===== config.mk =====
export PLATFORM = sky130hd
export DESIGN_NAME = dm_core_bridge
export DESIGN_NICKNAME = d
export VERILOG_FILES = /design/src/rtl/dm_bridge_pkg.sv /design/src/rtl/dm_timeout_counter.sv /design/src/rtl/dm_core_bridge.sv
export SDC_FILE = /design/constraint.sdc
export NUM_CORES = 1
export LEC_CHECK = 0
export BUFFER_PORTS_ARGS = -buffer_cell sky130_fd_sc_hd__buf_2
export CAP_MARGIN = 20
export CORE_AREA = 10 10 123 125
export DETAILED_ROUTE_END_ITERATION = 8
export DIE_AREA = 0 0 133 135
export GPL_ROUTABILITY_DRIVEN = 1
export SYNTH_ARGS = -nofsm -noshare
export SYNTH_HDL_FRONTEND = slang
export SYNTH_SLANG_ARGS = --single-unit
export TNS_END_PERCENT = 5

===== constraint.sdc =====
create_clock -name clk -period 2.7 [get_ports clk]
set_input_delay 0.27 -clock clk [delete_from_list [all_inputs] [get_ports clk]]
set_output_delay 0.27 -clock clk [all_outputs]
set_load 0.05 [all_outputs]

===== src/rtl/dm_bridge_pkg.sv =====
// dm_bridge_pkg: shared definitions for the debug-module core bridge.
//   - DMI register addresses decoded by dm_core_bridge
//   - bridge FSM state enum
//   - dmcontrol / dmstatus / dbgcs bit positions
package dm_bridge_pkg;

   localparam logic [6:0] DMI_DMCONTROL = 7'h10;
   localparam logic [6:0] DMI_DMSTATUS  = 7'h11;
   localparam logic [6:0] DMI_DBGCS     = 7'h38;
   localparam logic [6:0] DMI_DBGADDR   = 7'h39;
   localparam logic [6:0] DMI_DBGDATA   = 7'h3C;

   localparam int DMCONTROL_HALTREQ   = 31;
   localparam int DMCONTROL_RESUMEREQ = 30;
   localparam int DMCONTROL_DMACTIVE  = 0;

   localparam int DMSTATUS_ALLRUNNING    = 11;
   localparam int DMSTATUS_ALLHALTED     = 9;
   localparam int DMSTATUS_AUTHENTICATED = 7;
   localparam logic [3:0] DMSTATUS_VERSION = 4'd2;

   localparam int DBGCS_ERR  = 12;
   localparam int DBGCS_BUSY = 21;

   typedef enum logic [1:0] {
      ST_IDLE = 2'd0,
      ST_REQ  = 2'd1,
      ST_WAIT = 2'd2,
      ST_RESP = 2'd3
   } dm_state_e;

endpackage


===== src/rtl/dm_timeout_counter.sv =====
// dm_timeout_counter: cycle counter that flags the last allowed cycle of a wait.
// Ports:
//   clk, rst_n : clock, synchronous active-low reset
//   clear      : restart the count at 0 on the next edge (state entry)
//   enable     : count this cycle
//   expired    : this enabled cycle is cycle LIMIT-1 of the wait
module dm_timeout_counter #(
   parameter int LIMIT = 64,
   parameter int WIDTH = $clog2(LIMIT + 1)
) (
   input  logic clk,
   input  logic rst_n,
   input  logic clear,
   input  logic enable,
   output logic expired
);

   localparam logic [WIDTH-1:0] LAST = WIDTH'(LIMIT - 1);

   logic [WIDTH-1:0] count_q;

   always_ff @(posedge clk) begin
      if (!rst_n) begin
         count_q <= '0;
      end else if (clear) begin
         count_q <= '0;
      end else if (enable && (count_q != LAST)) begin
         // Saturate so a stuck enable can never wrap back into range.
         count_q <= count_q + WIDTH'(1);
      end
   end

   assign expired = enable && (count_q == LAST);

endmodule


===== src/rtl/dm_core_bridge.sv =====
// dm_core_bridge: DMI register front end for the zeroriscy core debug port.
// Decodes dmcontrol/dmstatus/dbgcs/dbgaddr/dbgdata; a dbgdata access runs a
// req/gnt/rvalid transaction on the core debug bus, aborted after
// TIMEOUT_CYCLES cycles of waiting for gnt or for rvalid.
// Ports:
//   clk, rst_n                 : clock, synchronous active-low reset
//   dmi_*                      : DMI request (valid held until ready) / response
//   debug_req/gnt/rvalid/...   : core debug bus
//   debug_halted_i             : core halted status
//   debug_halt_o/resume_o      : one-cycle run-control pulses
// DMI handshake: dmi_valid_i is held with stable addr/we/wdata until
// dmi_ready_o, a one-cycle strobe during which dmi_rdata_o is valid; a new
// request is accepted no earlier than the cycle after the strobe.
// Build option: define DM_AUTOINC_EN to post-increment dbgaddr by 4 after
// every successful dbgdata access.
module dm_core_bridge
   import dm_bridge_pkg::*;
#(
   parameter int DBG_ADDR_WIDTH = 15,
   parameter int TIMEOUT_CYCLES = 64,
   parameter int TO_CNT_WIDTH   = $clog2(TIMEOUT_CYCLES + 1)
) (
   input  logic                      clk,
   input  logic                      rst_n,
   input  logic                      dmi_valid_i,
   output logic                      dmi_ready_o,
   input  logic [6:0]                dmi_addr_i,
   input  logic                      dmi_write_en_i,
   input  logic [31:0]               dmi_wdata_i,
   output logic [31:0]               dmi_rdata_o,
   output logic                      debug_req_o,
   input  logic                      debug_gnt_i,
   input  logic                      debug_rvalid_i,
   output logic [DBG_ADDR_WIDTH-1:0] debug_addr_o,
   output logic                      debug_we_o,
   output logic [31:0]               debug_wdata_o,
   input  logic [31:0]               debug_rdata_i,
   input  logic                      debug_halted_i,
   output logic                      debug_halt_o,
   output logic                      debug_resume_o
);

   dm_state_e state_q, state_d;

   logic                      dmactive_q, err_q, halt_q, resume_q;
   logic [DBG_ADDR_WIDTH-1:0] dbgaddr_q, core_addr_q;
   logic                      core_we_q;
   logic [31:0]               core_wdata_q, rdata_q, reg_rdata;
   logic                      core_go, to_clear, to_enable, to_expired;

   // ---------------- FSM ----------------
   always_ff @(posedge clk) begin
      if (!rst_n) state_q <= ST_IDLE;
      else        state_q <= state_d;
   end

   always_comb begin
      state_d = state_q;
      // Blocked dbgdata accesses (inactive or err set) fall through to a
      // plain register completion with read data 0.
      core_go = dmi_valid_i && (dmi_addr_i == DMI_DBGDATA) && dmactive_q && !err_q;
      case (state_q)
         ST_IDLE: if (dmi_valid_i) state_d = core_go ? ST_REQ : ST_RESP;
         ST_REQ:  if (debug_gnt_i) state_d = ST_WAIT;
                  else if (to_expired) state_d = ST_RESP;
         ST_WAIT: if (debug_rvalid_i || to_expired) state_d = ST_RESP;
         ST_RESP: state_d = ST_IDLE;
         default: state_d = ST_IDLE;
      endcase
      // Counter restarts on every state change; counts only while waiting.
      to_clear  = (state_d != state_q);
      to_enable = (state_q == ST_REQ) || (state_q == ST_WAIT);
   end

   dm_timeout_counter #(
      .LIMIT (TIMEOUT_CYCLES),
      .WIDTH (TO_CNT_WIDTH)
   ) u_timeout (
      .clk     (clk),
      .rst_n   (rst_n),
      .clear   (to_clear),
      .enable  (to_enable),
      .expired (to_expired)
   );

   // ---------------- register read mux ----------------
   always_comb begin
      reg_rdata = '0;
      case (dmi_addr_i)
         DMI_DMCONTROL: reg_rdata[DMCONTROL_DMACTIVE] = dmactive_q;
         // dmstatus stays readable while inactive so the host can probe the DM.
         DMI_DMSTATUS: begin
            reg_rdata[DMSTATUS_ALLHALTED]     = debug_halted_i;
            reg_rdata[DMSTATUS_ALLRUNNING]    = ~debug_halted_i;
            reg_rdata[DMSTATUS_AUTHENTICATED] = 1'b1;
            reg_rdata[3:0]                    = DMSTATUS_VERSION;
         end
         DMI_DBGCS:   if (dmactive_q) reg_rdata[DBGCS_ERR] = err_q;
         DMI_DBGADDR: if (dmactive_q) reg_rdata[DBG_ADDR_WIDTH-1:0] = dbgaddr_q;
         default:     reg_rdata = '0;
      endcase
   end

   // ---------------- datapath ----------------
   always_ff @(posedge clk) begin
      if (!rst_n) begin
         dmactive_q   <= 1'b0;
         err_q        <= 1'b0;
         halt_q       <= 1'b0;
         resume_q     <= 1'b0;
         dbgaddr_q    <= '0;
         core_addr_q  <= '0;
         core_we_q    <= 1'b0;
         core_wdata_q <= '0;
         rdata_q      <= '0;
      end else begin
         halt_q   <= 1'b0;
         resume_q <= 1'b0;
         case (state_q)
            ST_IDLE: begin
               if (core_go) begin
                  core_addr_q  <= dbgaddr_q;
                  core_we_q    <= dmi_write_en_i;
                  core_wdata_q <= dmi_wdata_i;
               end else if (dmi_valid_i) begin
                  rdata_q <= dmi_write_en_i ? 32'h0 : reg_rdata;
                  if (dmi_write_en_i) begin
                     case (dmi_addr_i)
                        DMI_DMCONTROL: begin
                           dmactive_q <= dmi_wdata_i[DMCONTROL_DMACTIVE];
                           // Halt has priority over resume.
                           halt_q   <= dmi_wdata_i[DMCONTROL_HALTREQ];
                           resume_q <= dmi_wdata_i[DMCONTROL_RESUMEREQ] &&
                                       !dmi_wdata_i[DMCONTROL_HALTREQ];
                           if (!dmi_wdata_i[DMCONTROL_DMACTIVE]) begin
                              dbgaddr_q <= '0;
                              err_q     <= 1'b0;
                           end
                        end
                        DMI_DBGCS:
                           if (dmactive_q && dmi_wdata_i[DBGCS_ERR]) err_q <= 1'b0;
                        DMI_DBGADDR:
                           if (dmactive_q) dbgaddr_q <= dmi_wdata_i[DBG_ADDR_WIDTH-1:0];
                        default: ;
                     endcase
                  end
               end
            end
            ST_REQ: begin
               if (!debug_gnt_i && to_expired) begin
                  err_q   <= 1'b1;
                  rdata_q <= 32'h0;
               end
            end
            ST_WAIT: begin
               if (debug_rvalid_i) begin
                  rdata_q <= core_we_q ? 32'h0 : debug_rdata_i;
`ifdef DM_AUTOINC_EN
                  dbgaddr_q <= dbgaddr_q + DBG_ADDR_WIDTH'(4);
`endif
               end else if (to_expired) begin
                  err_q   <= 1'b1;
                  rdata_q <= 32'h0;
               end
            end
            default: ;
         endcase
      end
   end

   assign dmi_ready_o    = (state_q == ST_RESP);
   assign dmi_rdata_o    = dmi_ready_o ? rdata_q : 32'h0;
   assign debug_req_o    = (state_q == ST_REQ);
   assign debug_addr_o   = core_addr_q;
   assign debug_we_o     = core_we_q;
   assign debug_wdata_o  = core_wdata_q;
   assign debug_halt_o   = halt_q;
   assign debug_resume_o = resume_q;

endmodule


==> Yosys cells after proc, flatten, opt, wreduce, memory -nomap -nowiden <==
Index checks and enable logic that the tools add are counted.
{ "classes": {"addsub": 1, "eq_ne": 23, "muxes": 40, "bitwise_logic": 7, "reduce_logical": 23} }
{ "op_table": {"columns": ["operator", "count"], "rows": [
  ["two-way mux 32 bit", 7],
  ["one-hot mux 32 bit (3 select lines)", 1],
  ["two-way mux 15 bit", 4],
  ["one-hot mux 15 bit (2 select lines)", 1],
  ["equality test 7 x 6 -> 1 bit, second input constant", 4],
  ["equality test 7 x 5 -> 1 bit, second input constant", 2],
  ["!= test 2 bit, second input constant", 7],
  ["two-way mux 2 bit", 6],
  ["one-hot mux 1 bit (2 select lines)", 6],
  ["two-way mux 1 bit", 11],
  ["AND reduction 10 bit", 1],
  ["AND reduction 5 bit", 2],
  ["!= test 3 bit, second input constant", 3],
  ["logical AND 1 bit", 8],
  ["one-hot mux 2 bit (4 select lines)", 1],
  ["adder 7 x 1 -> 7 bit, second input constant", 1],
  ["!= test 7 x 6 -> 1 bit, second input constant", 1],
  ["NOT 1 bit", 7],
  ["AND reduction 7 bit", 1],
  ["one-hot mux 3 bit (2 select lines)", 1],
  ["OR reduction 6 bit", 1],
  ["equality test 2 bit, second input constant", 2],
  ["zero test 1 bit", 3],
  ["two-way mux 3 bit", 1],
  ["other kinds (11)", 12]
]} }
{ "word_totals": {"ff_bits": 108, "inputBits": 78, "wordCells": 105} }

==> Longest topological paths before layout <==
Gate-level depths: netlist of run 1.
{ "logic_depth": {"ltp_word": 9, "ltp_mapped": 10, "mapped_depth_nobuf": 7} }

==> Hierarchy <==
Synthesis of run 1 repeated with hierarchy kept, for this count alone.
{ "unflattened": {"cells_unflattened": 586, "area_unflattened_um2": 4745.8} }
{ "by_module_without_submodules": {"columns": ["mod", "instances", "cells_per_inst", "area_per_inst_um2", "seq_area_each_um2"], "rows": [
  ["dm_core_bridge", 1, 545, 4390.5, 2021.9],
  ["dm_timeout_counter", 1, 41, 355.3, 140.1]
]} }

==> Worst setup path before layout of run 1 <==
Ideal clock, no wire load.
{ "synth_path": {"kind": "flip-flop to flip-flop", "start": "register state_q[0]", "end": "register rdata_q[11]", "setup_time_ps": 116, "t_arrival_ps": 2190, "required_ps": 2584, "path_slack_ps": 394, "path_stages_with_launch": 10, "n_path_buf": 2, "cell_sequence": "dfxtp_1 inv_1 ha_1 nand3_1 o31ai_1 and4_1 buf_2 clkbuf_1 o211ai_1 o211a_1"} }
{ "synth_via": {"elab_chain_len": 6, "word_cells_on_any_way": 13} }
{ "synth_rtl": {"columns": ["element", "line_no", "text"], "rows": [
  ["start, declared", "dm_core_bridge.sv:43", "dm_state_e state_q, state_d;"],
  ["start signal, assigned", "dm_core_bridge.sv:54", "else state_q <= state_d;"],
  ["equality test 2 x 1 -> 1 bit or equality test 2 bit (tied branches)", "dm_core_bridge.sv:72", "to_enable = (state_q == ST_REQ) || (state_q == ST_WAIT);"],
  ["logical OR 1 bit (*)", "dm_core_bridge.sv:72", null],
  ["named net to_enable", "dm_core_bridge.sv:49", "logic core_go, to_clear, to_enable, to_expired;"],
  ["logical AND 1 bit (*)", "dm_timeout_counter.sv:33", "assign expired = enable && (count_q == LAST);"],
  ["logical AND 1 bit", "dm_core_bridge.sv:150", "if (!debug_gnt_i && to_expired) begin"],
  ["!= test 2 x 1 -> 1 bit (no source line)", null, null],
  ["AND reduction 5 bit (no source line) (*)", null, null],
  ["end signal, assigned", "dm_core_bridge.sv:126", "rdata_q <= dmi_write_en_i ? 32'h0 : reg_rdata;"],
  ["end signal, assigned", "dm_core_bridge.sv:157", "rdata_q <= core_we_q ? 32'h0 : debug_rdata_i;"],
  ["end, declared", "dm_core_bridge.sv:48", "logic [31:0] core_wdata_q, rdata_q, reg_rdata;"]
]} }
The timed path passes the listed nets; every way through them passes the cells marked *.
A chain may end at the register's enable or synchronous reset.

==> Worst setup path after layout of run 1 <==
{ "layout_path": {"start": "register state_q[1]", "end": "register rdata_q[17]"} }
Same word-level chain as after synthesis.

==> results.txt, run 1 <==
----------------------------------------------------
[Run status]
  Result of the run ... complete, no violations

[Floorplan]
  Die outline width ... 133 um
  Die outline area ... 18,000 um2
  I/O pin count ... 162
  Vertical die dimension ... 135 um
  Floorplan Core Area ... 12,600 um2
  Starting Density ... 38.3%
  # rows ... 41

[Setup path]
  Register-to-register setup slack ... 0.25 ns
  Startpoint of the lowest-slack register-to-register path ... state_q[1]
  Kind of capture point of the worst setup path ... flip-flop
  Worst Reg-to-Reg Cells ... 8
  Category of the most critical setup path ... reg2reg
  Endpoint arrival time on the critical path ... 2.72 ns
  Setup crit start kind ... flip-flop
  Data required time at the worst endpoint ... 2.97 ns
  Largest fanout on the critical path ... 23
  Worst r2r dst ... rdata_q[17]

[Synth]
  Post-synthesis register bit count ... 108
  Share of synthesized area occupied by flip-flops and latches ... 44.9%
  Number of enable-type register cells in the synthesized netlist ... 0
  Nets in the synthesized netlist ... 661
  Ys async rst share ... 0%
  Library cell occupying the most area in the post-synthesis netlist ... sky130_fd_sc_hd__dfxtp_1
  Mean area per synthesized cell ... 8.34 um2
  Yosys warns ... 0
  Top FF cell, synth ... sky130_fd_sc_hd__dfxtp_1
  Portion of synthesized cell area occupied by the leading cell type ... 44.9%
  Dominant cells by area after synthesis ... sky130_fd_sc_hd__dfxtp_1 45%, sky130_fd_sc_hd__a21boi_0 10%, sky130_fd_sc_hd__nand2_1 10%
  Post-synthesis cell type count ... 48
  Commonest cells in the netlist ... 129 x sky130_fd_sc_hd__nand2_1, 108 x sky130_fd_sc_hd__dfxtp_1, 66 x sky130_fd_sc_hd__a21boi_0, 38 x sky130_fd_sc_hd__nand3_1, 33 x sky130_fd_sc_hd__and2_1
  Combined area of all synthesized cells ... 4810 um2
  Cells after Synth ... 577
  Most used standard cell by instance count after synthesis ... sky130_fd_sc_hd__nand2_1

[Timing]
  Hold Fails Final Rpt ... 0
  Share of the clock period used by the worst path ... 90.7%
  Post-layout min period ... 2.45 ns
  Max-slew headroom ... 44.0%
  Worst Skew ... 0.0129 ns
  Slew at the pin closest to its max-slew limit ... 0.840 ns
  Final setup margin ... 0.252 ns
  Maximum clock rate ... 408 MHz
  Number of setup violations in the final report ... 0
  Count of final max-slew check failures ... 0

[Final layout]
  Fill count ... 1,252
  Final-stage net count ... 802
  Post-layout instance area ... 6080 um2
  Footprint of the multi-input gates ... 2480 um2
  Number of standard cells in the final layout excluding fillers ... 896
  Fraction of layout instances using a drive strength above 1 ... 26.8%
  Footprint of the flip-flops and latches ... 2160 um2
  Area growth from synthesis to layout ... 26.3%

[Worst hold path]
  Hold Path Stages ... 3
  Type of the worst min-delay path ... in2reg
  Min-delay src ... dmi_wdata_i[22]
  End of the worst hold path ... debug_wdata_o[22]

[Place]
  Placer's final routability congestion estimate ... 0.868
  Minimum setup slack after placement ... 0.221 ns
  Number of placed instances with taps included ... 879
  Port Buffers ... 161
  Standard cell area after detailed placement ... 5770 um2
  DPL Wire Length ... 10,800 um

[Global routing]
  All-layer global routing usage ... 16.2%
  Number of global-route vias before repair ... 4,567
  First-pass GRT wire length ... 23,700 um
  Congestion Overflow GR ... 0
  Antenna violations before repair ... 2
  Largest net degree at the start of global routing ... 103

[Clock tree]
  CTS Buffer Depth ... 2
  Clk Tree Root Cell ... sky130_fd_sc_hd__clkbuf_16
  Number of sinks driven by the clock tree ... 108
  CTS clock-pin slew for the worst setup and hold paths ... 0.08 ns
  Htree depth ... 3
  Number of buffers added by the clock tree synthesis step ... 9
  Setup Fix Bufs, Post-CTS ... 0
  Clock network latency to the later pin of the worst-skew pair ... 0.36 ns
  Clock tree from TritonCTS ... yes

[Routing]
  Drt total wl ... 14,900 um
  Post-DRT Antenna Nets ... 0
  DRT iter0 DRCs ... 315
  Drt wl/cell ... 16.7 um
  Number of vias per cell ... 4.99
  Detailed-router iteration count before antenna repair ... 4
  Remaining routing DRC violations ... 0
  Vias post-DR ... 4,475

[Pwr]
  Pwr dens ... 672 nW/um2
  Total Power ... 0.00409 W
  Leakage dissipation ... 2.52 nW
  Max IR drop VDD ... 0.321 mV

[Flow run]
  Number of maximum-capacitance constraint violations ... 0

----------------------------------------------------
## stage by stage
| stage | TNS [ns] | utilization, % | hold WS (ns) |
|---|---|---|---|
| 2_1_floorplan | 0 | - | 0.416 |
| 3_3_place_gp | 0 | 45.9 | 0.430 |
| 3_5_place_dp | 0 | 45.9 | 0.438 |
| 4_1_cts | 0 | 48.3 | 0.145 |
| 5_1_grt | -0.0209 | 48.4 | 0.159 |
| 6_report | 0 | 48.4 | 0.150 |
## layer usage
layer | up-vias | part of all wire, % | wire, um | track usage (%)
li1 | 2256 | - | - | -
met1 | 2056 | 44 | 6620 | 19.6
met2 | 144 | 46 | 6850 | 26.0
met3 | 17 | 8.2 | 1220 | 5.75
met4 | 2 | 1.5 | 231 | 5.81
met5 | - | 0.087 | 13 | 0
## sequential cells by signal, indices dropped and copies added, names as in the netlist
register	flops
debug_addr_o	15
u_timeout.count_q	7
state_q	2
debug_wdata_o	32
debug_we_o	1
debug_halt_o	1
dmactive_q	1
dbgaddr_q	15
debug_resume_o	1
err_q	1
rdata_q	32
## area by class of cell
class                      count  area share (%)
antenna                        1          0.0412
tap                          172            3.54
clock buffer                   9            3.70
inverter                       4           0.247
clock inverter                 7            1.21
multi-input combinational    423            40.8
sequential                   108            35.6
timing repair buffer         172            14.9
## where the power goes
group | switching [W] | internal (W)
registers | 0.0000573 | 0.00169
logic | 0.000627 | 0.000368
clock network | 0.000620 | 0.000725
## kinds of logic (layout without fill, tap and decap cells)
group / after synthesis / after routing / synth area share [%]
and+or+nand+nor: 275 / 275 / 27.7
other: 0 / 1 / 0
AOI/OAI and AO/OA: 134 / 134 / 20.5
buffers and inverters: 46 / 192 / 3.85
xor gates and xnor gates: 4 / 4 / 0.728
adders and majority gates: 6 / 6 / 1.56
DFF: 108 / 108 / 44.9
muxes: 4 / 4 / 0.832
## what timing repair did
action,4_1_cts,5_1_grt
hold buffers,0,0
endpoints found under the setup margin,0,23
gates resized for setup,0,2
## worst max-delay path: stages, from the launching register on
cell                       delay [ns]
sky130_fd_sc_hd__dfxtp_1         0.44
sky130_fd_sc_hd__inv_1           0.12
sky130_fd_sc_hd__ha_1            0.41
sky130_fd_sc_hd__nand3_1         0.23
sky130_fd_sc_hd__o31ai_2         0.33
sky130_fd_sc_hd__and4_1          0.32
sky130_fd_sc_hd__buf_6           0.22
sky130_fd_sc_hd__nand3_1         0.09
sky130_fd_sc_hd__a21boi_0        0.20
## worst max-delay path by stage
stage | endpoint | from | slack (ns)
6_report | rdata_q[17] | state_q[1] | 0.25
5_1_grt | rdata_q[0] | state_q[1] | -0.01
4_1_cts | rdata_q[17] | state_q[1] | 0.15
2_1_floorplan | rdata_q[11] | state_q[0] | 0.39
3_3_place_gp | rdata_q[26] | state_q[0] | 0.38
3_5_place_dp | rdata_q[17] | state_q[1] | 0.22
## placed cells by master, fill, tap and decap left out, drive strengths merged, types with 3 or more instances in the layout
master / n
inv: 6
clkinv: 3
o211a: 4
nand2: 129
o21ai: 15
nand2b: 16
nor2b: 3
a21oi: 8
a221oi: 10
and2: 33
clkbuf: 9
and3: 5
dfxtp: 108
buf: 172
xnor2: 4
nor3: 5
nor2: 21
o211ai: 4
nand4: 4
mux2i: 4
a21boi: 81
ha: 6
nand3: 38
Power figures use the tool's default switching activity.
==> inputs of run 2 (changes only) <==
--- a/config.mk
+++ b/config.mk
@@ -11,6 +11,7 @@
 export DETAILED_ROUTE_END_ITERATION = 8
 export DIE_AREA = 0 0 133 135
 export GPL_ROUTABILITY_DRIVEN = 1
+export MAX_ROUTING_LAYER = met4
 export SYNTH_ARGS = -nofsm -noshare
 export SYNTH_HDL_FRONTEND = slang
 export SYNTH_SLANG_ARGS = --single-unit
==> constraint.sdc (replaced) <==
create_clock -name clk -period 2.7 [get_ports clk]
set_input_delay 0.405 -clock clk [delete_from_list [all_inputs] [get_ports clk]]
set_output_delay 0.405 -clock clk [all_outputs]
set_load 0.05 [all_outputs]
==> results.txt, run 2 (synthesis results as in run 1) <==
----------------------------------------------------
[Timing]
  Slew at the pin closest to its max-slew limit ... 0.847 ns (was 0.840 ns)
  Maximum clock rate ... 423 MHz (was 408 MHz)
  Number of setup violations in the final report ... 0 (unchanged)
  Worst Skew ... 0.0124 ns (was 0.0129 ns)
  Setup repair after global routing missed its margin ... no
  Share of the clock period used by the worst path ... 87.6% (was 90.7%)
  Total Negative Setup Slacks ... 0 ns (unchanged)
  Hold Fails Final Rpt ... 0 (unchanged)
  Max-slew headroom ... 43.5% (was 44.0%)
  Count of final max-slew check failures ... 0 (unchanged)
  Final setup margin ... 0.336 ns (was 0.252 ns)
  Post-layout min period ... 2.36 ns (was 2.45 ns)

[Setup path]
  Endpoint arrival time on the critical path ... 2.63 ns (was 2.72 ns)
  Category of the most critical setup path ... reg2reg (unchanged)
  Worst Reg-to-Reg Cells ... 8 (unchanged)
  Cell-by-cell trace of the critical path ... inv_1 -> ha_1 -> nand3_1 -> o31ai_1 -> and4_1 -> buf_12 -> nand3_1 -> a21boi_0 (was inv_1 -> ha_1 -> nand3_1 -> o31ai_2 -> and4_1 -> buf_6 -> nand3_1 -> a21boi_0)
  Delay of the slowest cell on the worst path ... 0.44 ns (about the same)
  Register-to-register setup slack ... 0.34 ns (was 0.25 ns)
  Most common cell on crit path ... sky130_fd_sc_hd__nand3_1 (unchanged)
  Data required time at the worst endpoint ... 2.97 ns (about the same)
  Worst r2r dst ... rdata_q[31] (was rdata_q[17])
  Worst path slowest cell ... sky130_fd_sc_hd__o31ai_1 (was sky130_fd_sc_hd__dfxtp_1)
  Worst Path Buf+Inv ... 2 (unchanged)
  Startpoint of the lowest-slack register-to-register path ... state_q[0] (was state_q[1])
  Kind of capture point of the worst setup path ... flip-flop (unchanged)
  Largest fanout on the critical path ... 37 (was 23)
  Path length in cells of the critical path ... 8 (unchanged)
  Critical path's top delay family ... compound AO/OA/AOI/OAI gates (was simple AND/OR/NAND/NOR gates)
  Setup crit start kind ... flip-flop (unchanged)

[Floorplan]
  Die outline width ... 133 um (unchanged)
  Vertical die dimension ... 135 um (unchanged)
  Starting Density ... 38.3% (unchanged)
  I/O pin count ... 162 (unchanged)
  # rows ... 41 (unchanged)
  Die outline area ... 18,000 um2 (unchanged)
  Floorplan Core Area ... 12,600 um2 (unchanged)

[Final layout]
  Utilization of the core after routing ... 48.9% (was 48.4%)
  Final-stage net count ... 804 (was 802)
  Fraction of layout instances using a drive strength above 1 ... 26.9% (was 26.8%)
  Most frequent standard cell in the layout excluding fill and tap cells ... sky130_fd_sc_hd__buf_2 (unchanged)
  Commonest cells after routing, fill and taps aside ... 161 x sky130_fd_sc_hd__buf_2, 129 x sky130_fd_sc_hd__nand2_1, 108 x sky130_fd_sc_hd__dfxtp_1, 66 x sky130_fd_sc_hd__a21boi_0, 38 x sky130_fd_sc_hd__nand3_1 (unchanged)
  Fill count ... 1,229 (was 1,252)
  Area growth from synthesis to layout ... 27.7% (was 26.3%)
  Post-layout instance area ... 6150 um2 (was 6080 um2)
  Number of standard cells in the final layout excluding fillers ... 901 (was 896)

[Worst hold path]
  End of the worst hold path ... debug_wdata_o[16] (was debug_wdata_o[22])
  Type of the worst min-delay path ... in2reg (unchanged)
  Min-delay src ... dmi_wdata_i[16] (was dmi_wdata_i[22])
  Hold Path Stages ... 3 (unchanged)

[Clock tree]
  CTS clock-pin slew for the worst setup and hold paths ... 0.08 ns (about the same)
  Number of buffers added by the clock tree synthesis step ... 9 (unchanged)
  Clk Tree Root Cell ... sky130_fd_sc_hd__clkbuf_16 (unchanged)
  CTS-repair resized insts ... 0 (unchanged)
  Htree depth ... 3 (unchanged)
  Number of sinks driven by the clock tree ... 108 (unchanged)
  Clock tree from TritonCTS ... yes (unchanged)
  Clock network latency to the later pin of the worst-skew pair ... 0.36 ns (about the same)
  Setup Fix Bufs, Post-CTS ... 0 (unchanged)
  CTS Buffer Depth ... 2 (unchanged)
  Post-cts hold buffer count ... 0 (unchanged)

[Place]
  DPL Wire Length ... 11,000 um (was 10,800 um)
  Standard cell area after detailed placement ... 5810 um2 (was 5770 um2)
  Minimum setup slack after placement ... 0.272 ns (was 0.221 ns)
  Placer's final routability congestion estimate ... 0.911 (was 0.868)
  Number of placed instances with taps included ... 881 (was 879)
  Port Buffers ... 161 (unchanged)

[Routing]
  Post-DRT Antenna Nets ... 0 (unchanged)
  Drt wl/cell ... 16.5 um (was 16.7 um)
  Drt total wl ... 14,900 um (about the same)
  Number of vias per cell ... 5.04 (was 4.99)
  Vias post-DR ... 4,541 (was 4,475)
  Detailed-router iteration count before antenna repair ... 5 (was 4)
  Remaining routing DRC violations ... 0 (unchanged)
  DRT iter0 DRCs ... 307 (was 315)

[Pwr]
  Max IR drop VDD ... 0.269 mV (was 0.321 mV)
  Leakage dissipation ... 2.54 nW (was 2.52 nW)
  Pwr dens ... 681 nW/um2 (was 672 nW/um2)

[Global routing]
  Number of global-route vias before repair ... 4,650 (was 4,567)
  Largest net degree at the start of global routing ... 103 (unchanged)
  First-pass GRT wire length ... 23,900 um (was 23,700 um)
  All-layer global routing usage ... 16.8% (was 16.2%)
  Congestion Overflow GR ... 0 (unchanged)
  Antenna violations before repair ... 4 (was 2)

[Run status]
  Result of the run ... complete, no violations (unchanged)

[Flow run]
  Number of maximum-capacitance constraint violations ... 0 (unchanged)

----------------------------------------------------
[run 2: cell count changes in the layout (fill, tap and decap cells not counted), sizes merged]
| cell | change |
|---|---|
| diode | +3 |
| buf | +2 |
| bufinv | +1 |
| clkinv | -1 |
| clkinvlp | +1 |
| inv | -1 |
[run 2: power breakdown]
group	internal [W]	switching, W	total, W
sequential	0.00169	0.0000551	0.00174
combinational	0.000391	0.000623	0.00101
clock	0.000819	0.000610	0.00143
total	0.00290	0.00129	0.00419
[run 2: how the worst max path moves through the flow]
stage / end / start / slack (ns)
6_report: rdata_q[31] / state_q[0] / 0.34
5_1_grt: rdata_q[21] / state_q[0] / 0.05
4_1_cts: rdata_q[31] / state_q[0] / 0.35
3_5_place_dp: dbgaddr_q[5] / dmi_addr_i[1] / 0.27
3_3_place_gp: dbgaddr_q[10] / dmi_addr_i[1] / 0.31
2_1_floorplan: rdata_q[11] / state_q[0] / 0.39
[run 2: worst reg2reg max path: stages, from the launching register on]
cell and delay (ns):
sky130_fd_sc_hd__dfxtp_1 0.41, sky130_fd_sc_hd__inv_1 0.14, sky130_fd_sc_hd__ha_1 0.31, sky130_fd_sc_hd__nand3_1 0.15
sky130_fd_sc_hd__o31ai_1 0.44, sky130_fd_sc_hd__and4_1 0.32, sky130_fd_sc_hd__buf_12 0.21, sky130_fd_sc_hd__nand3_1 0.10
sky130_fd_sc_hd__a21boi_0 0.20
[run 2: layout make-up]
class	instances	area (um2)	area share, %
diodes	4	10.0	0.163
clock inverters	7	100	1.63
flip-flops and latches	108	2160	35.2
inverters	4	15.0	0.244
well taps	172	215	3.50
repair buffers	174	941	15.3
multi-input cells	423	2480	40.3
clock buffers	9	225	3.66
[run 2: metrics by stage]
stage | total power, W | hold slack, ns
3_5_place_dp | 0.00280 | 0.437
4_1_cts | 0.00423 | 0.286
5_1_grt | 0.00443 | 0.305
3_3_place_gp | 0.00276 | 0.426
6_report | 0.00419 | 0.298
2_1_floorplan | 0.00247 | 0.417
[run 2: layer usage]
| metal | vias to the layer above | GRT usage (%) | share of wire, % |
|---|---|---|---|
| li1 | 2274 | - | - |
| met1 | 2079 | 20.4 | 45 |
| met2 | 168 | 25.2 | 45 |
| met3 | 20 | 5.01 | 7.7 |
| met4 | 0 | 7.82 | 2.1 |
| met5 | - | - | 0 |
